## src/rtl/spi_arbiter_pkg.sv

```systemverilog
// Shared SPI request/response types and field positions used by the arbiter,
// spi_master and the slot pollers.
package spi_arbiter_pkg;

  localparam int unsigned SPI_REQ_BITS  = 35;
  localparam int unsigned SPI_RESP_BITS = 32;

  localparam int unsigned REQ_ISREAD = 34;
  localparam int unsigned REQ_ADDR2  = 33;
  localparam int unsigned REQ_DATA2  = 32;

  typedef struct packed {
    logic        isread;
    logic        addr2;
    logic        data2;
    logic [15:0] addr;
    logic [15:0] data;
  } spi_req_t;

  typedef struct packed {
    logic [15:0] addr;
    logic [15:0] rdata;
  } spi_resp_t;

endpackage

```

## src/rtl/spi_arbiter_if.sv

```systemverilog
// Requester-side and spi_master-side signals of the SPI arbiter.
// slave: the arbiter's view; master: the surrounding system's view.
interface spi_arbiter_if #(
  parameter int unsigned N = 3,
  parameter int unsigned D = 4
);
  import spi_arbiter_pkg::*;

  logic [N-1:0]              req_valid;
  logic [N-1:0]              req_ready;
  logic [N*SPI_REQ_BITS-1:0] req_data;

  logic                      spi_req_valid;
  logic                      spi_req_ready;
  logic [SPI_REQ_BITS-1:0]   spi_req_data;

  logic                      spi_resp_valid;
  logic                      spi_resp_ready;
  logic [SPI_RESP_BITS-1:0]  spi_resp_data;

  logic [N-1:0]              resp_valid;
  logic [N-1:0]              resp_ready;
  logic [SPI_RESP_BITS-1:0]  resp_data;

  logic [$clog2(D):0]        reads_pending;
  logic                      orphan_err;

  modport slave (
    input  req_valid, req_data,
    output req_ready,
    output spi_req_valid, spi_req_data,
    input  spi_req_ready,
    input  spi_resp_valid, spi_resp_data,
    output spi_resp_ready,
    output resp_valid, resp_data,
    input  resp_ready,
    output reads_pending, orphan_err
  );

  modport master (
    output req_valid, req_data,
    input  req_ready,
    input  spi_req_valid, spi_req_data,
    output spi_req_ready,
    output spi_resp_valid, spi_resp_data,
    input  spi_resp_ready,
    input  resp_valid, resp_data,
    output resp_ready,
    input  reads_pending, orphan_err
  );

endinterface

```

## src/rtl/spi_arbiter_id_fifo.sv

```systemverilog
// Synchronous FIFO of requester IDs for reads in flight. Supports push and pop
// in the same cycle; a push into a full FIFO is taken only alongside a pop.
module spi_arbiter_id_fifo #(
  parameter int unsigned Width = 2,
  parameter int unsigned Depth = 4
) (
  input  logic                  clk_serial,
  input  logic                  reset,
  input  logic                  push_i,
  input  logic [Width-1:0]      push_data_i,
  input  logic                  pop_i,
  output logic [Width-1:0]      head_o,
  output logic [$clog2(Depth):0] count_o,
  output logic                  empty_o
);

  localparam int unsigned PtrW = $clog2(Depth);
  localparam int unsigned CntW = PtrW + 1;

  logic [Width-1:0] mem_q [Depth];
  logic [PtrW-1:0]  wr_q, wr_d;
  logic [PtrW-1:0]  rd_q, rd_d;
  logic [CntW-1:0]  cnt_q, cnt_d;
  logic             push_ok, pop_ok;

  // Qualify push/pop against occupancy and advance pointers.
  always_comb begin
    pop_ok  = pop_i && (cnt_q != '0);
    push_ok = push_i && ((cnt_q < CntW'(Depth)) || pop_ok);
    wr_d    = push_ok ? wr_q + 1'b1 : wr_q;
    rd_d    = pop_ok ? rd_q + 1'b1 : rd_q;
    cnt_d   = cnt_q + CntW'(push_ok) - CntW'(pop_ok);
  end

  // Pointer and occupancy state.
  always_ff @(posedge clk_serial) begin
    if (reset) begin
      wr_q  <= '0;
      rd_q  <= '0;
      cnt_q <= '0;
    end else begin
      wr_q  <= wr_d;
      rd_q  <= rd_d;
      cnt_q <= cnt_d;
    end
  end

  // Storage needs no reset: entries are only read while counted.
  always_ff @(posedge clk_serial) begin
    if (push_ok && !reset) begin
      mem_q[wr_q] <= push_data_i;
    end
  end

  assign head_o  = mem_q[rd_q];
  assign count_o = cnt_q;
  assign empty_o = (cnt_q == '0);

endmodule

```

## src/rtl/spi_arbiter.sv

```systemverilog
// Round-robin arbiter sharing one spi_master between N requesters. Grants load
// a single output slot; read IDs are queued so responses return to their issuer.
module spi_arbiter
  import spi_arbiter_pkg::*;
#(
  parameter int unsigned N = 3,
  parameter int unsigned D = 4
) (
  input  logic         clk_serial,
  input  logic         reset,
  spi_arbiter_if.slave bus
);

  localparam int unsigned IdW  = (N > 1) ? $clog2(N) : 1;
  localparam int unsigned CntW = $clog2(D) + 1;

  spi_req_t         req_vec [N];
  logic [N-1:0]     eligible;
  logic             grant_any;
  logic [IdW-1:0]   grant_idx;
  logic             loadable, accept, id_free;

  logic [IdW-1:0]   ptr_q, ptr_d;
  logic             slot_valid_q, slot_valid_d;
  spi_req_t         slot_data_q, slot_data_d;
  logic             orphan_q, orphan_d;

  logic             fifo_push, fifo_pop, fifo_empty;
  logic [IdW-1:0]   head_id;
  logic [CntW-1:0]  fifo_count;

  // Unpack requests; a read is only eligible if an ID slot is free this cycle.
  always_comb begin
    for (int unsigned i = 0; i < N; i++) begin
      req_vec[i]  = spi_req_t'(bus.req_data[i*SPI_REQ_BITS +: SPI_REQ_BITS]);
      eligible[i] = bus.req_valid[i] && (!req_vec[i].isread || id_free);
    end
  end

  // Rotating-priority scan starting at ptr_q; first eligible requester wins.
  always_comb begin
    int unsigned idx;
    idx       = 0;
    grant_any = 1'b0;
    grant_idx = '0;
    for (int unsigned k = 0; k < N; k++) begin
      idx = 32'(ptr_q) + k;
      if (idx >= N) idx = idx - N;
      if (!grant_any && eligible[idx[IdW-1:0]]) begin
        grant_any = 1'b1;
        grant_idx = idx[IdW-1:0];
      end
    end
  end

  assign loadable      = !slot_valid_q || bus.spi_req_ready;
  assign accept        = loadable && grant_any && !reset;
  assign fifo_push     = accept && req_vec[grant_idx].isread;
  assign bus.req_ready = accept ? (N'(1) << grant_idx) : '0;

  // Response steering follows the oldest outstanding read; with nothing
  // outstanding the response is swallowed so spi_master never stalls.
  assign fifo_pop           = !fifo_empty && bus.spi_resp_valid && bus.resp_ready[head_id];
  assign id_free            = (fifo_count < CntW'(D)) || fifo_pop;
  assign bus.spi_resp_ready = fifo_empty ? 1'b1 : bus.resp_ready[head_id];
  assign bus.resp_valid     = (!fifo_empty && bus.spi_resp_valid) ? (N'(1) << head_id) : '0;
  assign bus.resp_data      = bus.spi_resp_data;

  // Next-state for slot, RR pointer and sticky orphan flag.
  always_comb begin
    ptr_d        = ptr_q;
    slot_valid_d = slot_valid_q;
    slot_data_d  = slot_data_q;
    orphan_d     = orphan_q;
    if (accept) begin
      slot_valid_d = 1'b1;
      slot_data_d  = req_vec[grant_idx];
      ptr_d        = (grant_idx == IdW'(N - 1)) ? '0 : grant_idx + 1'b1;
    end else if (bus.spi_req_ready) begin
      slot_valid_d = 1'b0;
      slot_data_d  = '0;
    end
    if (fifo_empty && bus.spi_resp_valid) begin
      orphan_d = 1'b1;
    end
  end

  // Registered slot, pointer and error state.
  always_ff @(posedge clk_serial) begin
    if (reset) begin
      ptr_q        <= '0;
      slot_valid_q <= 1'b0;
      slot_data_q  <= '0;
      orphan_q     <= 1'b0;
    end else begin
      ptr_q        <= ptr_d;
      slot_valid_q <= slot_valid_d;
      slot_data_q  <= slot_data_d;
      orphan_q     <= orphan_d;
    end
  end

  assign bus.spi_req_valid = slot_valid_q;
  assign bus.spi_req_data  = slot_data_q;
  assign bus.reads_pending = fifo_count;
  assign bus.orphan_err    = orphan_q;

  spi_arbiter_id_fifo #(
    .Width (IdW),
    .Depth (D)
  ) u_id_fifo (
    .clk_serial  (clk_serial),
    .reset       (reset),
    .push_i      (fifo_push),
    .push_data_i (grant_idx),
    .pop_i       (fifo_pop),
    .head_o      (head_id),
    .count_o     (fifo_count),
    .empty_o     (fifo_empty)
  );

endmodule

```

## src/flat_wrapper.sv

```systemverilog
// flat-port wrapper written by rule: the top's interface ports become plain ports
module spi_arbiter_flat import spi_arbiter_pkg::*;
#(
  parameter int unsigned N = 3,
  parameter int unsigned D = 4
)
  (clk_serial, reset, bus_req_valid, bus_req_data, bus_req_ready, bus_spi_req_valid, bus_spi_req_data, bus_spi_req_ready, bus_spi_resp_valid, bus_spi_resp_data, bus_spi_resp_ready, bus_resp_valid, bus_resp_data, bus_resp_ready, bus_reads_pending, bus_orphan_err);
  spi_arbiter_if #(.N(N), .D(D)) bus_i ();
  input  logic clk_serial;
  input  logic reset;
  input wire logic [$bits(bus_i.req_valid)-1:0] bus_req_valid;
  input wire logic [$bits(bus_i.req_data)-1:0] bus_req_data;
  output wire logic [$bits(bus_i.req_ready)-1:0] bus_req_ready;
  output wire logic [$bits(bus_i.spi_req_valid)-1:0] bus_spi_req_valid;
  output wire logic [$bits(bus_i.spi_req_data)-1:0] bus_spi_req_data;
  input wire logic [$bits(bus_i.spi_req_ready)-1:0] bus_spi_req_ready;
  input wire logic [$bits(bus_i.spi_resp_valid)-1:0] bus_spi_resp_valid;
  input wire logic [$bits(bus_i.spi_resp_data)-1:0] bus_spi_resp_data;
  output wire logic [$bits(bus_i.spi_resp_ready)-1:0] bus_spi_resp_ready;
  output wire logic [$bits(bus_i.resp_valid)-1:0] bus_resp_valid;
  output wire logic [$bits(bus_i.resp_data)-1:0] bus_resp_data;
  input wire logic [$bits(bus_i.resp_ready)-1:0] bus_resp_ready;
  output wire logic [$bits(bus_i.reads_pending)-1:0] bus_reads_pending;
  output wire logic [$bits(bus_i.orphan_err)-1:0] bus_orphan_err;
  assign bus_i.req_valid = bus_req_valid;
  assign bus_i.req_data = bus_req_data;
  assign bus_req_ready = bus_i.req_ready;
  assign bus_spi_req_valid = bus_i.spi_req_valid;
  assign bus_spi_req_data = bus_i.spi_req_data;
  assign bus_i.spi_req_ready = bus_spi_req_ready;
  assign bus_i.spi_resp_valid = bus_spi_resp_valid;
  assign bus_i.spi_resp_data = bus_spi_resp_data;
  assign bus_spi_resp_ready = bus_i.spi_resp_ready;
  assign bus_resp_valid = bus_i.resp_valid;
  assign bus_resp_data = bus_i.resp_data;
  assign bus_i.resp_ready = bus_resp_ready;
  assign bus_reads_pending = bus_i.reads_pending;
  assign bus_orphan_err = bus_i.orphan_err;
  spi_arbiter #(.N(N), .D(D)) u_core (.clk_serial(clk_serial), .reset(reset), .bus(bus_i));
endmodule
```

## config.mk

```make
export PLATFORM = sky130hd
export DESIGN_NAME = spi_arbiter_flat
export DESIGN_NICKNAME = d
export VERILOG_FILES = /design/src/rtl/spi_arbiter_pkg.sv /design/src/rtl/spi_arbiter_if.sv /design/src/rtl/spi_arbiter_id_fifo.sv /design/src/rtl/spi_arbiter.sv /design/src/flat_wrapper.sv
export SDC_FILE = /design/constraint.sdc
export NUM_CORES = 1
export LEC_CHECK = 0
export ABC_AREA = 1
export CORE_MARGIN = 5
export CORE_UTILIZATION = 35
export CTS_CLUSTER_DIAMETER = 40
export CTS_CLUSTER_SIZE = 40
export DETAILED_ROUTE_END_ITERATION = 16
export GPL_ROUTABILITY_DRIVEN = 0
export PLACE_DENSITY = 0.78
export SYNTH_ARGS = -nofsm -noshare
export SYNTH_HDL_FRONTEND = slang
export SYNTH_SLANG_ARGS = --single-unit
```

## constraint.sdc

```tcl
create_clock -name clk_serial -period 3.23 [get_ports clk_serial]
set_input_delay 0.4845 -clock clk_serial [delete_from_list [all_inputs] [get_ports clk_serial]]
set_output_delay 0.4845 -clock clk_serial [all_outputs]
set_load 0.005 [all_outputs]
```

==> results.toml <==
[sta]
finalMaxSlewViolations = 0
max_slew_margin_pct = 59.7
hold_violations = 0
post-route-min-period_ns = 3.33
rsz0062_at_grt = "yes"
final.setup.tns_ns = -0.210
setup_violations = 3
final.setup_skew_ns = 0.0130
layout_worst_path_cycle_share_pct = 103
timing.fmax_mhz = 301
least_margin_pin_slew_ns = 0.601
final_worst_setup_slack_ns = -0.0957

[status]
outcome = "finished with violations"
failed_checks = "negative setup slack"

[route]
route.met2.wl_um = 6150
met3WireLength_um = 1110
drcViolationCount = 0
wirelength_met1_um = 4820
totalWireLength_um = 12500
first_iter_violations = 225
drt.antenna.violating_nets = 0
routed-via-count = 4131
route.detailed.wl_per_inst_um = 14.4
uppermost_layer_routed = "met4"
drt-vias-per-instance = 4.76
detail_route.first_pass.iterations = 4

[synthesis]
post_synthesis_net_count = 725
synth.cell_area_um2 = 3870
synth_cell_type_count = 37
synth_warnings = 0
syn_inst = 569
yosysSeqAreaShare_pct = 31.0
synth-seq-cells = 56
synthesis.area_per_instance_um2 = 6.81

[clock_tree]
cts_tree = "yes"
postCtsHoldBufs = 0
cts.reportedPaths.clkPinSlew_ns = 0.10
cts_buffers = 5
clock_latency_ns = 0.32
clock-root-buffer = "clkbuf_8"
ctsHtreeMaxLevel = 2
cts.sink_count = 56
clockBufferDepth = 2

[setup_path]
worstSetupEndpointType = "register"
crit_path_frequent_cell = "nand2_2"
crit_path_max_fanout = 5
slowest_stage = "fa_2"
worstPathBufferInverterCount = 5
cpLargestDelayFamily = "simple AND/OR/NAND/NOR gates"
setup.worst_path.class = "reg -> reg"
crit_arrival_ns = 3.58
critical-path-max-stage-delay_ns = 0.54
worst-endpoint-required_ns = 3.49
setup.worst_path.start_class = "register"

[place]
detailedPlacementHpwl_um = 9170
place.port_buffers = 161

[grt]
first_global_vias = 4360
grt.overflow.total = 0
grt_overall_usage_pct = 18.0
grt_antenna_before_repair = 0
pin_count_of_the_biggest_net_entering_global_routing = 32
wire_length_of_the_first_global_routing_pass_um = 19500

[die]
die_height_um = 115
rows = 38
die_footprint_um2 = 13300
chipWidth_um = 115
ioPinCount = 226
floorplan.initialDensity_pct = 35.7
placeableCoreArea_um2 = 10800

[cells_and_area]
layout_common_cells = "158 x clkdlybuf4s50_1, 131 x nand2_1, 71 x inv_1, 60 x nand3_1, 59 x nor2_1"
mostFrequentLayoutCell = "clkdlybuf4s50_1"
final.fill_count = 1015
ant_diodes = 0
nets = 882
util_after_layout_pct = 55.4
layout_overhead_on_the_synthesized_area_pct = 55.0
drive_gt1_share_pct = 18.4

[power_and_ir_drop]
pwr_density_cell_nw_per_um2 = 876
total_leakage_power_nw = 2.66
vdd.ir_drop.worst_mv = 0.485

[job]
max-cap-violations = 0

[min_path]
min-delay-path-class = "reg -> reg"
stage by stage:
| step | instance area (um^2) | total power, mW | setup slack [ns] | hold slack, ns | cells |
|---|---|---|---|---|---|
| floorplan | 3870 | 3.21 | 0.0172 | 0.438 | 569 |
| global placement | 5480 | 4.23 | -0.273 | 0.447 | 845 |
| detailed placement | 5480 | 4.33 | -0.528 | 0.449 | 845 |
| CTS | 5740 | 4.96 | -0.125 | 0.466 | 858 |
| global route | 6000 | 5.71 | -0.253 | 0.493 | 867 |
| finish | 6000 | 5.26 | -0.0957 | 0.465 | 867 |
flip-flops by register name, summed over array words and instances (netlist names), named ones only:
name,count
u_core.u_id_fifo.rd_q,2
u_core.u_id_fifo.wr_q,2
u_core.bus.orphan_err,1
u_core.bus.spi_req_valid,1
u_core.u_id_fifo.mem_q,8
u_core.bus.spi_req_data,35
u_core.ptr_q,2
u_core.u_id_fifo.count_o,3
Yosys cell counts, drive strengths merged:
| master | n | area [um^2] |
|---|---|---|
| clkbuf | 3 | 11.3 |
| o21ai | 21 | 109 |
| nor4 | 1 | 6.26 |
| ha | 8 | 100 |
| nand2 | 149 | 599 |
| edfxtp | 8 | 240 |
| buf | 52 | 393 |
| xor2 | 1 | 8.76 |
| clkinv | 1 | 3.75 |
| nand4 | 17 | 128 |
| a21oi | 19 | 114 |
| inv | 80 | 303 |
| nand3 | 84 | 515 |
| nor2 | 71 | 325 |
| dfxtp | 48 | 961 |
| fa | 1 | 20.0 |
| a21boi | 3 | 22.5 |
| nor3 | 1 | 5.00 |
| a21o | 1 | 7.51 |
routing by layer:
metal  GRT usage [%]  vias to the layer above
li1                -                     2073
met1            19.4                     1865
met2            32.2                      157
met3            6.05                       36
met4            7.04                        0
met5               0                        -
worst register-to-register path: cells and delay by family, from the launching register on:
kind                     cells  cell delay (ns)
AO/OA/AOI/OAI                1             0.05
adder cells (fa/ha/maj)      3             0.94
buffers and inverters        5             0.32
AND/OR/NAND/NOR             16             1.56
flip-flops                   1             0.39
cell families (layout without fill, tap and decap cells):
logic type	Yosys count	in the layout	share of synthesized area, %
AOI/OAI and AO/OA	44	44	6.53
xor gates and xnor gates	1	1	0.226
adders and majority gates	9	9	3.10
buffers and inverters	136	294	18.4
DFF	56	56	31.0
and+or+nand+nor	323	323	40.8
area by class of cell:
type	instances	area (um^2)	area share, %
tap	140	175	2.92
clock buffer	5	68.8	1.15
timing repair buffer	205	1980	33.0
sequential	56	1210	20.1
inverter	81	312	5.19
clock inverter	3	23.8	0.396
multi-input combinational	377	2240	37.3
worst paths after layout:
check | start | endpoint | slack [ns] | depth (start not counted)
setup / recovery | register | u_core.u_id_fifo.count_o[1] | -0.1 | 25
hold / removal | u_core.bus.orphan_err | u_core.bus.orphan_err | 0.46 | 2
setup reg to reg | register | u_core.u_id_fifo.count_o[1] | -0.1 | 25
hold reg to reg | u_core.bus.orphan_err | u_core.bus.orphan_err | 0.46 | 2
report_power, final:
| part | leakage [nW] | switching [mW] | internal, mW |
|---|---|---|---|
| logic | 2.15 | 2.07 | 1.66 |
| registers | 0.468 | 0.140 | 0.982 |
| clock network | 0.0404 | 0.250 | 0.154 |
timing repair:
item	in CTS	in global routing
setup buffers	5	10
gates resized for setup	29	50
setup endpoints to repair	5	8
gates cloned	0	0
pin swaps	15	32
(Power assumes the default switching activity.)
==> patch 1, RTL diff (same settings) <==
`D` is set to 4 in 3 places; all go to 2.
--- a/src/rtl/spi_arbiter_if.sv
+++ b/src/rtl/spi_arbiter_if.sv
@@ -2,7 +2,7 @@
 // slave: the arbiter's view; master: the surrounding system's view.
 interface spi_arbiter_if #(
   parameter int unsigned N = 3,
-  parameter int unsigned D = 4
+  parameter int unsigned D = 2
 );
   import spi_arbiter_pkg::*;
 
--- a/src/rtl/spi_arbiter.sv
+++ b/src/rtl/spi_arbiter.sv
@@ -4,7 +4,7 @@
   import spi_arbiter_pkg::*;
 #(
   parameter int unsigned N = 3,
-  parameter int unsigned D = 4
+  parameter int unsigned D = 2
 ) (
   input  logic         clk_serial,
   input  logic         reset,
--- a/src/flat_wrapper.sv
+++ b/src/flat_wrapper.sv
@@ -2,7 +2,7 @@
 module spi_arbiter_flat import spi_arbiter_pkg::*;
 #(
   parameter int unsigned N = 3,
-  parameter int unsigned D = 4
+  parameter int unsigned D = 2
 )
   (clk_serial, reset, bus_req_valid, bus_req_data, bus_req_ready, bus_spi_req_valid, bus_spi_req_data, bus_spi_req_ready, bus_spi_resp_valid, bus_spi_resp_data, bus_spi_resp_ready, bus_resp_valid, bus_resp_data, bus_resp_ready, bus_reads_pending, bus_orphan_err);
   spi_arbiter_if #(.N(N), .D(D)) bus_i ();
Interface: changed (resized bus_reads_pending); port bits go from 226 to 225. No check against the original RTL was run, so the function may have changed too.
==> patch 1 against the original RTL <==
- the flow still finishes with violations (setup timing)
- routed wire length shrank 5.4%
- final cell count decreased by 9.5%
- via count decreased by 7.5%
- cell area fell by 14%
- clock power decreased by 9.9%
- sequential cell count down 8
- total power down 18%
- setup slack got worse by 0.066 ns
- synthesized area fell by 17%
- critical path type unchanged
==> patch 1: results (changes against the original RTL) <==
* Placed Cells incl. Taps at 754 (-11%)
* Max-Slew Margin vs Limit at 42.72% (-17 points)
* Comb. pwr at 3020 uW (-19%)
* Iteration-0 DRC Markers at 189 (-16%)
* Critical Path AT at 3.59 ns (about the same)
* Clock insertion delay at the later pin of the skew report at 0.31 ns
* Gate count after technology mapping at 514 (-9.7%)
* Number of global-route vias before repair at 3,718 (-15%)
* GRT met2 Usage at 34.38% (+2.2 points)
* GR met1 Demand/Resource at 21.57% (+2.2 points)
* FF-to-FF path depth at 25 (unchanged)
* Status: finished with violations
* NumNets Final at 824 (-6.6%)
* Buffers from clock root to sink, at most at 2 (unchanged)
* Pin count of the biggest net entering global routing at 36 (+13%)
* Syn Nets at 665 (-8.3%)
* Met3 WL at 916 um (-18%)
* RR Endpoint: u_core.bus.spi_req_valid
* Wirelength per Cell at 15.01 um (+4.5%)
* Max layer used: met4
* Setup Viol. Count Final at 2 (-1)
* Power attributed to the clock group at 365 uW (-9.9%)
* GR Layer Usage met3 at 5.768% (-0.28 points)
* Sum of negative setup slack at -0.1642 ns (+0.04583 ns)
* Cell variety after synth at 30 (-19%)
* Cell types with the largest area share after synthesis: sky130_fd_sc_hd__dfxtp_1 27%, sky130_fd_sc_hd__nand2_1 26%, sky130_fd_sc_hd__nand3_1 9.2%
* Part of the Yosys area used for sequential elements at 31.07% (+0.050 points)
* Number of buffers inserted for hold repair after clock tree synthesis at 0 (unchanged)
* First-pass GRT wire length at 17.60 mm (-9.5%)
* Global Route Usage Sum at 19.16% (+1.2 points)
* Setup skew after layout at 0.01421 ns (+0.001226 ns)
* Number of filler cells placed in the layout at 860 (-15%)
* Max stage delay cell, worst path: sky130_fd_sc_hd__edfxtp_1
* Crit path largest cell delay at 0.42 ns (-0.12 ns)
* Smallest setup slack after layout at -0.1616 ns (-0.06585 ns)
* Violated checks: setup timing
* Top cells by count, synth: 221 x sky130_fd_sc_hd__nand2_1, 59 x sky130_fd_sc_hd__nand3_1, 49 x sky130_fd_sc_hd__inv_1
* Wire length on met2 at 6.044 mm (-1.8%)
* Post-DP HPWL at 8.346 mm (-8.9%)
* Switching share of power at 45.60% (-1.3 points)
* Worst IR Drop VDD at 361.1 uV (-26%)
* Sink of the worst hold path: u_core.bus.spi_req_data[7]
* Proportion of power drawn by the clock network at 8.4% (+0.7 points)
* Hold depth at 2 (unchanged)
* Met1 layer wirelength in the final routing at 4.517 mm (-6.2%)
* Post-route worst hold slack at 0.4702 ns (+0.005290 ns)
* Minimum setup slack after placement at -0.1863 ns (+0.3419 ns)
* CP top delay family: buffers and inverters
* Leakage at 0.002452 uW (-7.7%)
* EDFF count, synth at 4 (-4)
* Cell area reported after detailed placement at 4763 um2 (-13%)
* Post-detailed-route via-to-cell ratio at 4.866 (+2.1%)
* Number of detailed-routing iterations run before antenna repair at 5 (+1)
* IO buf count at 160 (-0.62%)
* CTS Buf Count at 5 (unchanged)
* Startpoint of the worst hold path: u_core.bus.spi_req_data[7]
* Non-filler instance count after layout at 785 (-9.5%)
* Layout cells sized above 1 at 14.84% (-3.6 points)
-- patch 1: cell types whose count changed after synthesis, moves of 6 or more --
cell | before | now
sky130_fd_sc_hd__inv_1 | 75 | 49
sky130_fd_sc_hd__nand3_2 | 14 | 5
sky130_fd_sc_hd__nand3_1 | 68 | 59
sky130_fd_sc_hd__o21ai_1 | 14 | 2
sky130_fd_sc_hd__nand2_1 | 139 | 221
sky130_fd_sc_hd__nand4_1 | 15 | 9
sky130_fd_sc_hd__nor2_1 | 66 | 20
-- patch 1: cells by family after synthesis --
logic type / count (synthesis) / synth area share, %
AOI/OAI and AO/OA: 21 / 3.612
and+or+nand+nor: 336 / 46.25
buffers and inverters: 103 / 16.97
xor gates and xnor gates: 2 / 0.5438
DFF: 48 / 31.07
adders and majority gates: 4 / 1.553
-- patch 1: timing repair --
| item | in CTS | in global routing |
|---|---|---|
| gates resized for setup | 3 | 40 |
| setup buffers | 13 | 10 |
| hold endpoints to repair | 0 | 0 |
| setup endpoints to repair | 3 | 39 |
| pin swaps | 3 | 24 |
-- patch 1: worst register-to-register path, stage by stage (launching register included) --
cell and delay, ns:
sky130_fd_sc_hd__edfxtp_1 0.42, sky130_fd_sc_hd__inv_1 0.09, sky130_fd_sc_hd__nand2_1 0.07, sky130_fd_sc_hd__nand2_1 0.09
sky130_fd_sc_hd__nand3_2 0.12, sky130_fd_sc_hd__nand4_4 0.17, sky130_fd_sc_hd__nand3_4 0.10, sky130_fd_sc_hd__nand3_1 0.11
sky130_fd_sc_hd__nand3_2 0.10, sky130_fd_sc_hd__nand2_4 0.12, sky130_fd_sc_hd__nand4_1 0.15, sky130_fd_sc_hd__buf_4 0.16
sky130_fd_sc_hd__buf_4 0.12, sky130_fd_sc_hd__buf_4 0.12, sky130_fd_sc_hd__buf_4 0.12, sky130_fd_sc_hd__buf_4 0.12
sky130_fd_sc_hd__buf_4 0.12, sky130_fd_sc_hd__buf_4 0.13, sky130_fd_sc_hd__buf_4 0.12, sky130_fd_sc_hd__buf_4 0.12
sky130_fd_sc_hd__buf_4 0.12, sky130_fd_sc_hd__buf_4 0.12, sky130_fd_sc_hd__buf_4 0.12, sky130_fd_sc_hd__buf_4 0.12
sky130_fd_sc_hd__nor2_1 0.09, sky130_fd_sc_hd__nor2_1 0.04
-- patch 1: final cells by class --
| type | count | area, um2 | area share [%] |
|---|---|---|---|
| clock buffers | 7 | 76.32 | 1.474 |
| clock inverters | 1 | 8.758 | 0.1691 |
| inverters | 52 | 197.7 | 3.817 |
| multi-input cells | 363 | 1795 | 34.67 |
| flip-flops and latches | 48 | 1002 | 19.35 |
| well taps | 111 | 138.9 | 2.682 |
| repair buffers | 203 | 1959 | 37.84 |
==> patch 2, RTL diff (same settings) <==
Made on the original files. Make the reset (`reset`) asynchronous in 2 clocked blocks.
--- a/src/rtl/spi_arbiter_id_fifo.sv
+++ b/src/rtl/spi_arbiter_id_fifo.sv
@@ -33,7 +33,7 @@
   end
 
   // Pointer and occupancy state.
-  always_ff @(posedge clk_serial) begin
+  always_ff @(posedge clk_serial or posedge reset) begin
     if (reset) begin
       wr_q  <= '0;
       rd_q  <= '0;
--- a/src/rtl/spi_arbiter.sv
+++ b/src/rtl/spi_arbiter.sv
@@ -86,7 +86,7 @@
   end
 
   // Registered slot, pointer and error state.
-  always_ff @(posedge clk_serial) begin
+  always_ff @(posedge clk_serial or posedge reset) begin
     if (reset) begin
       ptr_q        <= '0;
       slot_valid_q <= 1'b0;
Check against the original RTL: differs if reset is asserted again (counterexample within 4 cycles, from zero or initial values and one cycle with reset high); with reset held inactive, the same outputs for 4 cycles.
==> patch 2 against the original RTL <==
- the run still ends with setup timing left
- synthesized area decreased by 0.65%
- setup slack worse by 0.15 ns
- cell area decreased by 1.4%
- clock power rose by 14%
- total power rose by 14%
- sequential cell count decreased by 2
- routed wire length decreased by 3.8%
- count of clock-buffer cells in the layout unchanged
- critical path type unchanged
- largest cell class unchanged
==> patch 2: results (changes against the original RTL) <==
* Status: finished with violations
* Violated checks: setup timing
* Count of multi-input gates at 346 (-8.2%)
* Met1 layer wirelength in the final routing at 4.536 mm (-5.8%)
* Setup skew after layout at 0.01723 ns (+0.004246 ns)
* Number of global-route vias before repair at 4,141 (-5.0%)
* Sequential cell area at 1393 um2 (+15%)
* Worst IR Drop VDD at 717.8 uV (+48%)
* Smallest setup slack after layout at -0.2420 ns (-0.1463 ns)
* Leakage at 0.002879 uW (+8.4%)
* Internal Power at 3175 uW (+14%)
* Max stage delay cell, worst path: sky130_fd_sc_hd__dfrtp_2
* Crit path largest cell delay at 0.47 ns (-0.07 ns)
* Area occupied by multi-input gates at 2152 um2 (-3.9%)
* Final Instance Area at 5921 um2 (-1.4%)
* Global Route Usage Sum at 17.94% (about the same)
* Combinational share of power at 72.8% (+1.8 points)
* Part of the Yosys area used for sequential elements at 36.16% (+5.1 points)
* Post-synth ARST share at 85.19% (+85 points)
* Pin count of the biggest net entering global routing at 47 (+47%)
* Minimum setup slack after placement at -0.4407 ns (+0.08751 ns)
* Post-detailed-route via-to-cell ratio at 4.728 (-0.77%)
* GR met1 Demand/Resource at 19.14% (-0.28 points)
* Layout cells sized above 1 at 26.43% (+8.0 points)
* Hold depth at 1 (-1)
* Non-clock buffer contribution to total cell area at 33.14% (+0.18 points)
* Setup Viol. Count Final at 3 (unchanged)
* Iteration-0 DRC Markers at 133 (-41%)
* GR Layer Usage met3 at 5.474% (-0.58 points)
* Detailed-route via count at 3,721 (-9.9%)
* Startpoint of the worst hold path: u_core.bus.orphan_err
* Sink Count at 54 (-3.6%)
* Max-Slew Margin vs Limit at 58.86% (-0.86 points)
* Post-synthesis instance area at 3847 um2 (-0.65%)
* Nonclk buf count at 206 (+0.49%)
* Post-DP HPWL at 8.985 mm (-2.0%)
* Top cells by count, synth: 191 x sky130_fd_sc_hd__nand2_1, 46 x sky130_fd_sc_hd__dfrtp_1, 35 x sky130_fd_sc_hd__buf_4
* Placed Cells incl. Taps at 765 (-9.5%)
* Number of filler cells placed in the layout at 946 (-6.8%)
* GRT met2 Usage at 32.41% (+0.23 points)
patch 2: cell families (layout without fill, tap and decap cells):
group                    after synthesis  in the layout  synth area share (%)
AO/OA/AOI/OAI                         10             10                 1.951
XOR/XNOR                               3              3                0.6831
adder cells (fa/ha/maj)                9              9                 3.122
buffers and inverters                 81            247                 12.68
flip-flops                            54             54                 36.16
AND/OR/NAND/NOR                      324            324                 45.40
patch 2: repair_timing:
item                       in CTS  in global routing
setup endpoints to repair       5                  8
pin swaps                      28                 15
setup buffers                   7                  7
resized for setup              40                 17
patch 2: path summary, 6_finish.rpt:
kind / endpoint / slack, ns
max: u_core.u_id_fifo.count_o[2] / -0.24
min: u_core.bus.orphan_err / 0.48
max reg2reg: u_core.u_id_fifo.count_o[2] / -0.24
min reg2reg: u_core.bus.orphan_err / 0.48
max in group asynchronous: u_core.u_id_fifo.rd_q[0] / 2.05
min in group asynchronous: u_core.bus.spi_req_data[32] / 0.75
